===== src/rtl/vscale_ctrl_constants.vh =====
// Shared control constants: operand-B select codes and select width.
`ifndef VSCALE_CTRL_CONSTANTS_VH
`define VSCALE_CTRL_CONSTANTS_VH

`define SRC_B_SEL_W 3
`define SRC_B_RS2   3'd0
`define SRC_B_IMM   3'd1
`define SRC_B_FOUR  3'd2
`define SRC_B_ZERO  3'd3

`endif


===== src/rtl/vscale_operand_b_stage_pkg.sv =====
// Local types and helpers for the operand-B stage.
package vscale_operand_b_stage_pkg;

  localparam int REG_IDX_W = 5;
  localparam int HITS_W    = 16;

  // Counter bump that sticks at all-ones instead of wrapping.
  function automatic logic [HITS_W-1:0] sat_inc(input logic [HITS_W-1:0] v);
    return (v == '1) ? v : v + 1'b1;
  endfunction

endpackage


===== src/rtl/vscale_skid_buf2.sv =====
// Two-entry in-order operand buffer; ready depends on held count only.
module vscale_skid_buf2 #(
  parameter int WIDTH = 32
) (
  input  logic             clk,
  input  logic             rst_n,
  input  logic             push,
  input  logic [WIDTH-1:0] push_data,
  input  logic             pop_ready,
  input  logic             flush,
  output logic             not_full,
  output logic             not_empty,
  output logic [WIDTH-1:0] head_data
);

  logic [WIDTH-1:0] r_mem [2];
  logic             r_wr_ptr;
  logic             r_rd_ptr;
  logic [1:0]       r_count;
  logic             w_pop;

  assign not_full  = (r_count < 2'd2);
  assign not_empty = (r_count != 2'd0);
  assign head_data = r_mem[r_rd_ptr];
  assign w_pop     = not_empty && pop_ready;

  always_ff @(posedge clk or negedge rst_n) begin
    if (!rst_n) begin
      r_mem[0] <= '0;
      r_mem[1] <= '0;
      r_wr_ptr <= 1'b0;
      r_rd_ptr <= 1'b0;
      r_count  <= 2'd0;
    end else if (flush) begin
      r_wr_ptr <= 1'b0;
      r_rd_ptr <= 1'b0;
      r_count  <= 2'd0;
    end else begin
      if (push) begin
        r_mem[r_wr_ptr] <= push_data;
        r_wr_ptr        <= ~r_wr_ptr;
      end
      if (w_pop) begin
        r_rd_ptr <= ~r_rd_ptr;
      end
      r_count <= r_count + {1'b0, push} - {1'b0, w_pop};
    end
  end

endmodule


===== src/rtl/vscale_operand_b_stage.sv =====
// Operand-B select with bypass forwarding, buffered through a 2-entry queue.
`include "vscale_ctrl_constants.vh"

module vscale_operand_b_stage
  import vscale_operand_b_stage_pkg::*;
#(
  parameter int XLEN  = 32,
  parameter int NBYP  = 2,
  parameter int SEL_W = `SRC_B_SEL_W
) (
  input  logic                 clk,
  input  logic                 reset_n,
  input  logic                 in_valid,
  output logic                 in_ready,
  input  logic [SEL_W-1:0]     src_b_sel,
  input  logic [REG_IDX_W-1:0] rs2_addr,
  input  logic [XLEN-1:0]      rs2_data,
  input  logic [XLEN-1:0]      imm,
  input  logic [NBYP-1:0]      byp_valid,
  input  logic [5*NBYP-1:0]    byp_addr,
  input  logic [XLEN*NBYP-1:0] byp_data,
  input  logic                 flush,
  output logic                 out_valid,
  input  logic                 out_ready,
  output logic [XLEN-1:0]      alu_src_b,
  output logic [HITS_W-1:0]    byp_hits
);

  logic [NBYP-1:0]   w_match;
  logic              w_fwd_hit;
  logic [XLEN-1:0]   w_fwd_data;
  logic [XLEN-1:0]   w_operand;
  logic              w_from_byp;
  logic              w_push;
  logic [HITS_W-1:0] r_byp_hits;

  // x0 never matches, so a write-back aimed at x0 cannot leak through.
  for (genvar gi = 0; gi < NBYP; gi++) begin : g_match
    assign w_match[gi] = byp_valid[gi]
                      && (byp_addr[5*gi +: 5] == rs2_addr)
                      && (rs2_addr != '0);
  end

  always_comb begin
    w_fwd_hit  = 1'b0;
    w_fwd_data = rs2_data;
    for (int i = NBYP - 1; i >= 0; i--) begin
      if (w_match[i]) begin
        w_fwd_hit  = 1'b1;
        w_fwd_data = byp_data[XLEN*i +: XLEN];
      end
    end
  end

  always_comb begin
    w_operand  = '0;
    w_from_byp = 1'b0;
    case (src_b_sel)
      `SRC_B_RS2: begin
        if (rs2_addr != '0) begin
          w_operand  = w_fwd_data;
          w_from_byp = w_fwd_hit;
        end
      end
      `SRC_B_IMM:  w_operand = imm;
      `SRC_B_FOUR: w_operand = XLEN'(4);
      default:     w_operand = '0;
    endcase
  end

  assign w_push = in_valid && in_ready;

  vscale_skid_buf2 #(
    .WIDTH (XLEN)
  ) u_buf (
    .clk       (clk),
    .rst_n     (reset_n),
    .push      (w_push),
    .push_data (w_operand),
    .pop_ready (out_ready),
    .flush     (flush),
    .not_full  (in_ready),
    .not_empty (out_valid),
    .head_data (alu_src_b)
  );

  // Counts accepted bypass pushes even when a flush throws the operand away.
  always_ff @(posedge clk or negedge reset_n) begin
    if (!reset_n) begin
      r_byp_hits <= '0;
    end else if (w_push && w_from_byp) begin
      r_byp_hits <= sat_inc(r_byp_hits);
    end
  end

  assign byp_hits = r_byp_hits;

endmodule


===== config.mk =====
export PLATFORM = sky130hd
export DESIGN_NAME = vscale_operand_b_stage
export DESIGN_NICKNAME = d
export VERILOG_FILES = /design/src/rtl/vscale_operand_b_stage_pkg.sv /design/src/rtl/vscale_skid_buf2.sv /design/src/rtl/vscale_operand_b_stage.sv
export VERILOG_INCLUDE_DIRS = /design/src /design/src/rtl
export SDC_FILE = /design/constraint.sdc
export NUM_CORES = 1
export LEC_CHECK = 0
export BUFFER_PORTS_ARGS = -buffer_cell sky130_fd_sc_hd__buf_2
export CORE_ASPECT_RATIO = 0.5
export CORE_MARGIN = 3
export CORE_UTILIZATION = 55
export CTS_BUF_LIST = sky130_fd_sc_hd__clkbuf_4
export CTS_CLUSTER_SIZE = 20
export DETAILED_ROUTE_END_ITERATION = 6
export GPL_ROUTABILITY_DRIVEN = 1
export PLACE_DENSITY = 0.9
export RECOVER_POWER = 100
export SETUP_SLACK_MARGIN = 0.15
export SLEW_MARGIN = 20
export SYNTH_ARGS = -nofsm -noshare
export SYNTH_HDL_FRONTEND = slang
export SYNTH_SLANG_ARGS = --single-unit

===== constraint.sdc =====
create_clock -name clk -period 5.82 [get_ports clk]
set_clock_uncertainty 0.2 [all_clocks]
set_input_delay 0.873 -clock clk [delete_from_list [all_inputs] [get_ports clk]]
set_output_delay 0.873 -clock clk [all_outputs]
set_load 0.02 [all_outputs]

[Word level (Yosys, flattened, before mapping)]
Cells that the tools add are included.
W data, S select, Z words.
Operators by class
  add/subtract/negate cells: 3
  $lt $le $gt $ge: 4
  eq/ne operators: 5
  multiplexer cells: 19
  bitwise operators: 6
  reductions and logical operators: 15
Operators by type and width (number)
  $mux W32: 7
  $pmux W32 S3: 1
  $bwmux W64: 1
  $demux W32 S1: 1
  $add A16 B1 Y16 const B: 1
  $eq A16 B16 Y1 const B: 1
  $eq A5 B5 Y1: 2
  $logic_and A1 B1 Y1: 8
  $mux W1: 8
  $reduce_bool A2 Y1: 3
  $reduce_bool A5 Y1: 1
  $ge A2 B2 Y1 const B: 2
  $not A1 Y1: 4
  $not A1 Y2: 2
  $reduce_and A2 Y1: 2
  $eq A3 B1 Y1 const B: 1
  $eq A3 B2 Y1 const B: 1
  $logic_not A3 Y1: 1
  $add A2 B1 Y2: 1
  $lt A2 B1 Y1 const B: 1
  $lt A2 B2 Y1 const B: 1
  $mux W2: 1
  $sub A2 B1 Y2: 1
Word-level totals
  flip-flop bits (word level): 84
  input bits: 153
  logic and storage cells: 58

[Longest topological paths before layout]
Gate-level depths: netlist of run 1.
  depth in word-level cells: 9
  mapped depth: 8
  mapped depth without buffers: 7

[Modules after synthesis]
A second synthesis of run 1 with hierarchy kept.
Second synthesis, totals
  cell total of the unflattened synthesis: 426
  area total of the unflattened synthesis: 4927.2 um^2
By module, submodules not included
  vscale_skid_buf2: instances 1, cells an instance 191, area each 3010.4 um^2, seq. area each 1701.6 um^2
  vscale_operand_b_stage: instances 1, cells an instance 235, area each 1916.8 um^2, seq. area each 400.4 um^2

[Worst setup path after synthesis of run 1]
Ideal clock, no wire load.
  path type: input -> register
  from: in rs2_addr[0]
  to: reg r_byp_hits[1], in the netlist byp_hits[1]
  arrival: 2463 ps
  data required time: 5492 ps
  path slack: 3029 ps
  stages on the path: 5
  buffers on the path: 0
  cell sequence: or4_4 o211ai_1 nor2_2 o21ai_2 mux2_1
Between the ends
  word-level cells in the longest chain between the ends: 9
  elaborated cells between the ends (all ways): 13
  classes of those cells: eq/ne: 2; mux: 4; reduce/logical: 7
RTL lines
  from (decl): RTL line vscale_operand_b_stage.sv:16  | input logic [REG_IDX_W-1:0] rs2_addr,
  $eq A5 B5 Y1: RTL line vscale_operand_b_stage.sv:40  | && (byp_addr[5*gi +: 5] == rs2_addr)
  $logic_and A1 B1 Y1: RTL line vscale_operand_b_stage.sv:40
  $logic_and A1 B1 Y1: RTL line vscale_operand_b_stage.sv:41  | && (rs2_addr != '0);
  $mux W1 (2 in series): RTL line vscale_operand_b_stage.sv:48  | if (w_match[i]) begin
  $mux W1 *: RTL line vscale_operand_b_stage.sv:60  | if (rs2_addr != '0) begin
  $mux W1 *: RTL line vscale_operand_b_stage.sv:58  | case (src_b_sel)
  $logic_and A1 B1 Y1 *: RTL line vscale_operand_b_stage.sv:91  | end else if (w_push && w_from_byp) begin
  $reduce_and A2 Y1 (no source line) *
  to (signal assigned): RTL line vscale_operand_b_stage.sv:92  | r_byp_hits <= sat_inc(r_byp_hits);
  to (decl): RTL line vscale_operand_b_stage.sv:35  | logic [HITS_W-1:0] r_byp_hits;
Mark *: on every way between the ends. The rest lies on a longest branch, timed or not.
A chain may end at the register's enable or synchronous reset.

[Final worst setup path of run 1]
Same ends and word-level chain as after synthesis.

==> metrics.md, run 1 <==
| Metric | Value |
|---|---|
| Gpl congestion | 0.855 |
| Max-slew headroom | -0.407 |
| Tmin final | 4360 ps |
| Quantity of hold-fixing buffers added after cts | 0 |
| # Post-CTS Setup Buffers | 0 |
| DIE WIDTH | 147 um |
| Mapped cell area | 5440 um^2 |
| Final antenna-violating net count | 0 |
| Share of cells above drive strength 1 | 0.268 |
| Hold/Removal Path Class | in -> async |
| CTS clk-pin slew, worst paths | 130 ps |
| Power density over the cells | 287 nW/um^2 |
| Unrepaired setup endpoints after global routing | false |
| Inserted Diodes | 0 |
| DR vias/cell | 5.90 |
| Design Area, Final | 6400 um^2 |
| Synth unique cells | 45 |
| Num CTS Buffers | 9 |
| Worst setup margin | 1460 ps |
| Worst setup EP type | register |
| Pin count of the biggest net entering global routing | 85 |
| Slew @ Worst Pin | 2110 ps |
| Placed inst area | 6450 um^2 |
| Initial antenna violation count | 0 |
| Syn avg cell area | 8.64 um^2 |
| Final Max Slew Viols | 68 |
| Outcome | finished, violations left |
| Row count | 24 |
| Clock latency on the worst-skew pair | 430 ps |
| Final Util | 0.699 |
| Sequential-to-total area share from yosys stat | 0.387 |
| Final period util | 0.749 |
| VDD IR max | 0.000193 V |
| Arr. time, crit path | 4490 ps |
| CTS Buffer Depth | 2 |
| DR iter-0 viols | 389 |
| Pre-CTS setup slack | 1980 ps |
| Fin Hold WS | 268 ps |
| Via Count | 5523 |
| Maxcap violations | 2 |
| Global-route wire length before repair | 26000 um |
| Die height | 76.3 um |
| Post-Syn Instances | 629 |
| Layout net count | 957 |
| Critical Path Source Type | input pin |
| Leak pwr | 2.91 nW |
| Fmax achieved | 0.229 GHz |
| Synth warnings | 0 |
| CTS Sinks | 84 |
| CTS tree | yes |
| Final WL | 16300 um |
| Port Buf Inserts | 202 |
| Synth async-reset ratio | 1.00 |
| Crit path required time | 5950 ps |
| Number of global-route vias before repair | 5492 |
| DR WL/cell | 17.4 um |
| Hold Violations, Final | 0 |
| Critical path fanouts, max | 34 |
| Core ar. | 9160 um^2 |
| Total I/O pin count | 203 |
| Seq cells post-synth | 84 |
| Post-Synthesis Net Count | 785 |
| DRT Pass-1 Iters | 5 |
| Initial core utilization | 0.594 |
| DRC | 0 |
| Final setup violation count | 0 |
| Non-Filler Instances | 936 |
| Tot Pwr | 1.84 mW |
| Final HPWL DP | 11100 um |
| Area leader, netlist | dfrtp_1 |
| Setup_tns | 0 ps |
| Yosys top cell area share | 0.387 |
| Congestion Overflow GR | 0 |
| Post-synth top flop | dfrtp_1 |
| CP Class | in -> reg |
| Number of H-tree levels | 3 |
| CTS resizes | 0 |
| Placed cells | 919 |
| EDFF count, synth | 0 |
| Area growth syn-to-layout | 17.7% |
| Die area | 11200 um^2 |
| Clock root cell | clkbuf_4 |
| Failing checks | max-capacitance violations, max-slew violations |
| Top post-synthesis cells by area | dfrtp_1 (39%), o31ai_1 (8.6%), nor2_1 (6.9%) |
| Overall global routing resource usage | 0.284 |
power breakdown:
part | switching [mW] | leakage, nW | internal (mW) | total [mW]
sequential | 0.0754 | 1.14 | 0.718 | 0.794
clock | 0.203 | 0.0876 | 0.176 | 0.379
combinational | 0.394 | 1.68 | 0.270 | 0.664
synthesized netlist by cell type (all sizes together), types with 7 or more instances:
library cell	count
buf	14
xnor2	24
a21oi	65
nor2	101
nand2	36
nand4	7
o31ai	62
o211ai	7
a211oi	32
o21ai	11
nor3	38
mux2	33
dfrtp	84
inv	37
clkbuf	35
final timing paths:
path | startpoint | endpoint | slack (ps) | depth (start not counted)
max | rs2_addr[0] | byp_hits[1] | 1460 | 7
min | reset_n | u_buf.r_count[0] | 270 | 1
max reg2reg | u_buf.r_count[1] | u_buf.r_mem[48] | 2930 | 6
min reg2reg | u_buf.r_mem[4] | u_buf.r_mem[4] | 310 | 2
max in group asynchronous | reset_n | u_buf.r_mem[5] | 4610 | 1
min in group clk | u_buf.r_mem[4] | u_buf.r_mem[4] | 310 | 2
layer usage:
metal  GRT usage  share of wire
met3      0.0535          0.071
met2       0.475           0.49
met5           0              0
met4       0.107          0.020
met1       0.369           0.42
sequential cells by signal, summed over array words and instances, names as in the netlist:
name and cells:
u_buf.r_wr_ptr 1, u_buf.r_rd_ptr 1, byp_hits 16, u_buf.r_mem 64
u_buf.r_count 2
cell families (layout without fill, tap and decap cells):
kind of cell | after synthesis | after routing | synth area share
buf+inv | 86 | 263 | 0.0681
flops | 84 | 84 | 0.387
xor+xnor | 29 | 29 | 0.0467
simple gates | 213 | 213 | 0.179
compound gates | 181 | 181 | 0.244
fa+ha+maj | 3 | 3 | 0.00691
mux | 33 | 33 | 0.0684
placed cells by master (no fill, tap or decap), types with 5 or more instances in the layout:
cell type  netlist  layout
a211oi_1         5      32
a21oi_1         65      65
buf_2            5     155
buf_4            1       5
clkbuf_1        35      48
clkbuf_4         0      10
dfrtp_1         84      84
inv_1           37      37
mux2_1           1       5
mux2_2          32      28
nand2_1         36      36
nand4_1          7       7
nor2_1         100     100
nor3_1          38      38
o211ai_1         3       6
o21ai_0          3      11
o31ai_1         62      62
xnor2_1         24      24
xor2_1           5       5
worst max-delay path: stages:
cell,delay (ps)
clkbuf_1,110
or4_1,640
o211ai_4,190
clkbuf_1,1300
nor2_1,560
o21ai_0,460
mux2_1,350
cell type report:
cell class	instances	area (um^2)
sequential	84	2100
timing repair buffer	210	1020
fill	782	2760
inverter	37	139
clock inverter	6	78.8
tap	130	163
clock buffer	10	75.1
multi-input combinational	459	2820
No activity file was read; power rests on OpenSTA's default activity.
==> run 2, diff against run 1 <==
Settings changed: CORE_UTILIZATION 55 to 52, PLACE_DENSITY 0.9 to 0.86.
Clock period 5.82 ns to 4.1 ns, I/O delays scaled along.
==> run 2 against run 1 <==
The run still ends with max-capacitance violations, max-slew violations left. Sequential power increased by 41%. Combinational power increased by 40%. Global-route usage decreased by 1.8 points. Clock power increased by 32%. First-iteration DRC count increased by 5.7%. Final cell count increased by 0.64%. Critical path depth decreased by 4. Cell area decreased by 0.25%. Via count decreased by 1.6%. Non-clock buffer count increased by 1. Clock-buffer cell count decreased by 1. Hold slack got worse by 100 ps. Highest routed layer unchanged.
==> metrics.md, run 2 (synthesized netlist as in run 1, its figures left out) <==
| Metric | Value |
|---|---|
| Final Util | 0.652 |
| Tot Pwr | 2.55 mW |
| CTS resizes | 0 |
| Outcome | finished, violations left |
| Register Area | 2100 um^2 |
| Placed inst area | 6470 um^2 |
| Core ar. | 9790 um^2 |
| CP Class | reg -> out |
| Fmax achieved | 0.325 GHz |
| Setup_tns | 0 ps |
| Clock root cell | clkbuf_4 |
| Final HPWL DP | 10900 um |
| Die area | 11800 um^2 |
| Congestion Overflow GR | 0 |
| Critical path fanouts, max | 32 |
| Final Max Slew Viols | 85 |
| Pre-CTS setup slack | 950 ps |
| Arr. time, crit path | 2260 ps |
| Max reg flops | 64 |
| FILL cells | 866 |
| Slew @ Worst Pin | 2140 ps |
| Row count | 25 |
| Tmin final | 3080 ps |
| Worst setup EP type | primary output |
| Initial antenna violation count | 0 |
| Share of cells above drive strength 1 | 0.270 |
| Clock latency on the worst-skew pair | 460 ps |
| Number of global-route vias before repair | 5365 |
| Pin count of the biggest net entering global routing | 85 |
| DIE WIDTH | 151 um |
| Area growth syn-to-layout | 17.4% |
| Total I/O pin count | 203 |
| DR WL/cell | 17.1 um |
| CTS Buffer Depth | 2 |
| Quantity of hold-fixing buffers added after cts | 0 |
| Critical Path Source Type | register |
| Global-route wire length before repair | 25100 um |
| Final WL | 16100 um |
| Port Buf Inserts | 202 |
| Power density over the cells | 400 nW/um^2 |
| Max-slew headroom | -0.425 |
| Crit path required time | 3280 ps |
| Commonest non-fill, non-tap cell in the layout | buf_2 |
| Area used by multi-input combinational logic | 2820 um^2 |
| Die height | 78.3 um |
| Final antenna-violating net count | 0 |
| Layout net count | 958 |
| DRT Pass-1 Iters | 5 |
| VDD IR max | 0.000224 V |
| Final period util | 0.750 |
| Biggest register | u_buf.r_mem |
| CTS tree | yes |
| Worst setup margin | 1020 ps |
| CTS Sinks | 84 |
| CTS clk-pin slew, worst paths | 130 ps |
| Leak pwr | 2.89 nW |
| Initial core utilization | 0.555 |
| # Post-CTS Setup Buffers | 0 |
| DRC | 0 |
| Via Count | 5432 |
| DR iter-0 viols | 411 |
| Inserted Diodes | 0 |
| Gpl congestion | 0.838 |
| Design Area, Final | 6380 um^2 |
| Most frequent cells in the layout | buf_2 (155), nor2_1 (100), dfrtp_1 (84) |
| Num CTS Buffers | 9 |
| Final setup violation count | 0 |
| Overall global routing resource usage | 0.266 |
| Unrepaired setup endpoints after global routing | false |
| DR vias/cell | 5.77 |
| Maxcap violations | 1 |
| Failing checks | max-capacitance violations, max-slew violations |
| Hold Violations, Final | 0 |
| Number of H-tree levels | 3 |
| Hold/Removal Path Class | in -> reg |
-- run 2: final timing paths --
check / startpoint / endpoint / slack [ps] / cells after the start
max: u_buf.r_rd_ptr / alu_src_b[0] / 1020 / 3
min: flush / u_buf.r_wr_ptr / 170 / 2
max reg2reg: byp_hits[3] / byp_hits[1] / 1600 / 5
min reg2reg: u_buf.r_mem[24] / u_buf.r_mem[24] / 300 / 2
max in group asynchronous: reset_n / u_buf.r_mem[37] / 1890 / 1
min in group asynchronous: reset_n / u_buf.r_count[0] / 540 / 1
-- run 2: through the flow --
stage | hold WS (ps) | std cells
2_1_floorplan | 119 | 629
3_3_place_gp | 265 | 926
3_5_place_dp | 276 | 926
6_report | 168 | 942
5_1_grt | 139 | 942
4_1_cts | 153 | 942
-- run 2: layout make-up --
cell class,count,share of cell area
inverter,37,0.0218
clock buffer,9,0.0106
tap,135,0.0265
multi-input combinational,459,0.441
sequential,84,0.329
clock inverter,7,0.0120
timing repair buffer,211,0.158
-- run 2: worst max-delay path, cell delays in order (launching register included) --
cell	delay, ps
dfrtp_1	390
clkbuf_2	770
mux2_2	440
clkbuf_1	180
-- run 2: report_power, final --
part           internal [mW]  total, mW  switching (mW)
Clock                  0.189      0.501           0.312
Sequential              1.02       1.12           0.104
Combinational          0.378      0.928           0.551
Total                   1.59       2.55           0.967
-- run 2: routing by layer --
layer	track usage	wire, um
met1	0.337	6640
met2	0.455	7930
met3	0.0554	1210
met4	0.0958	322
met5	0	0
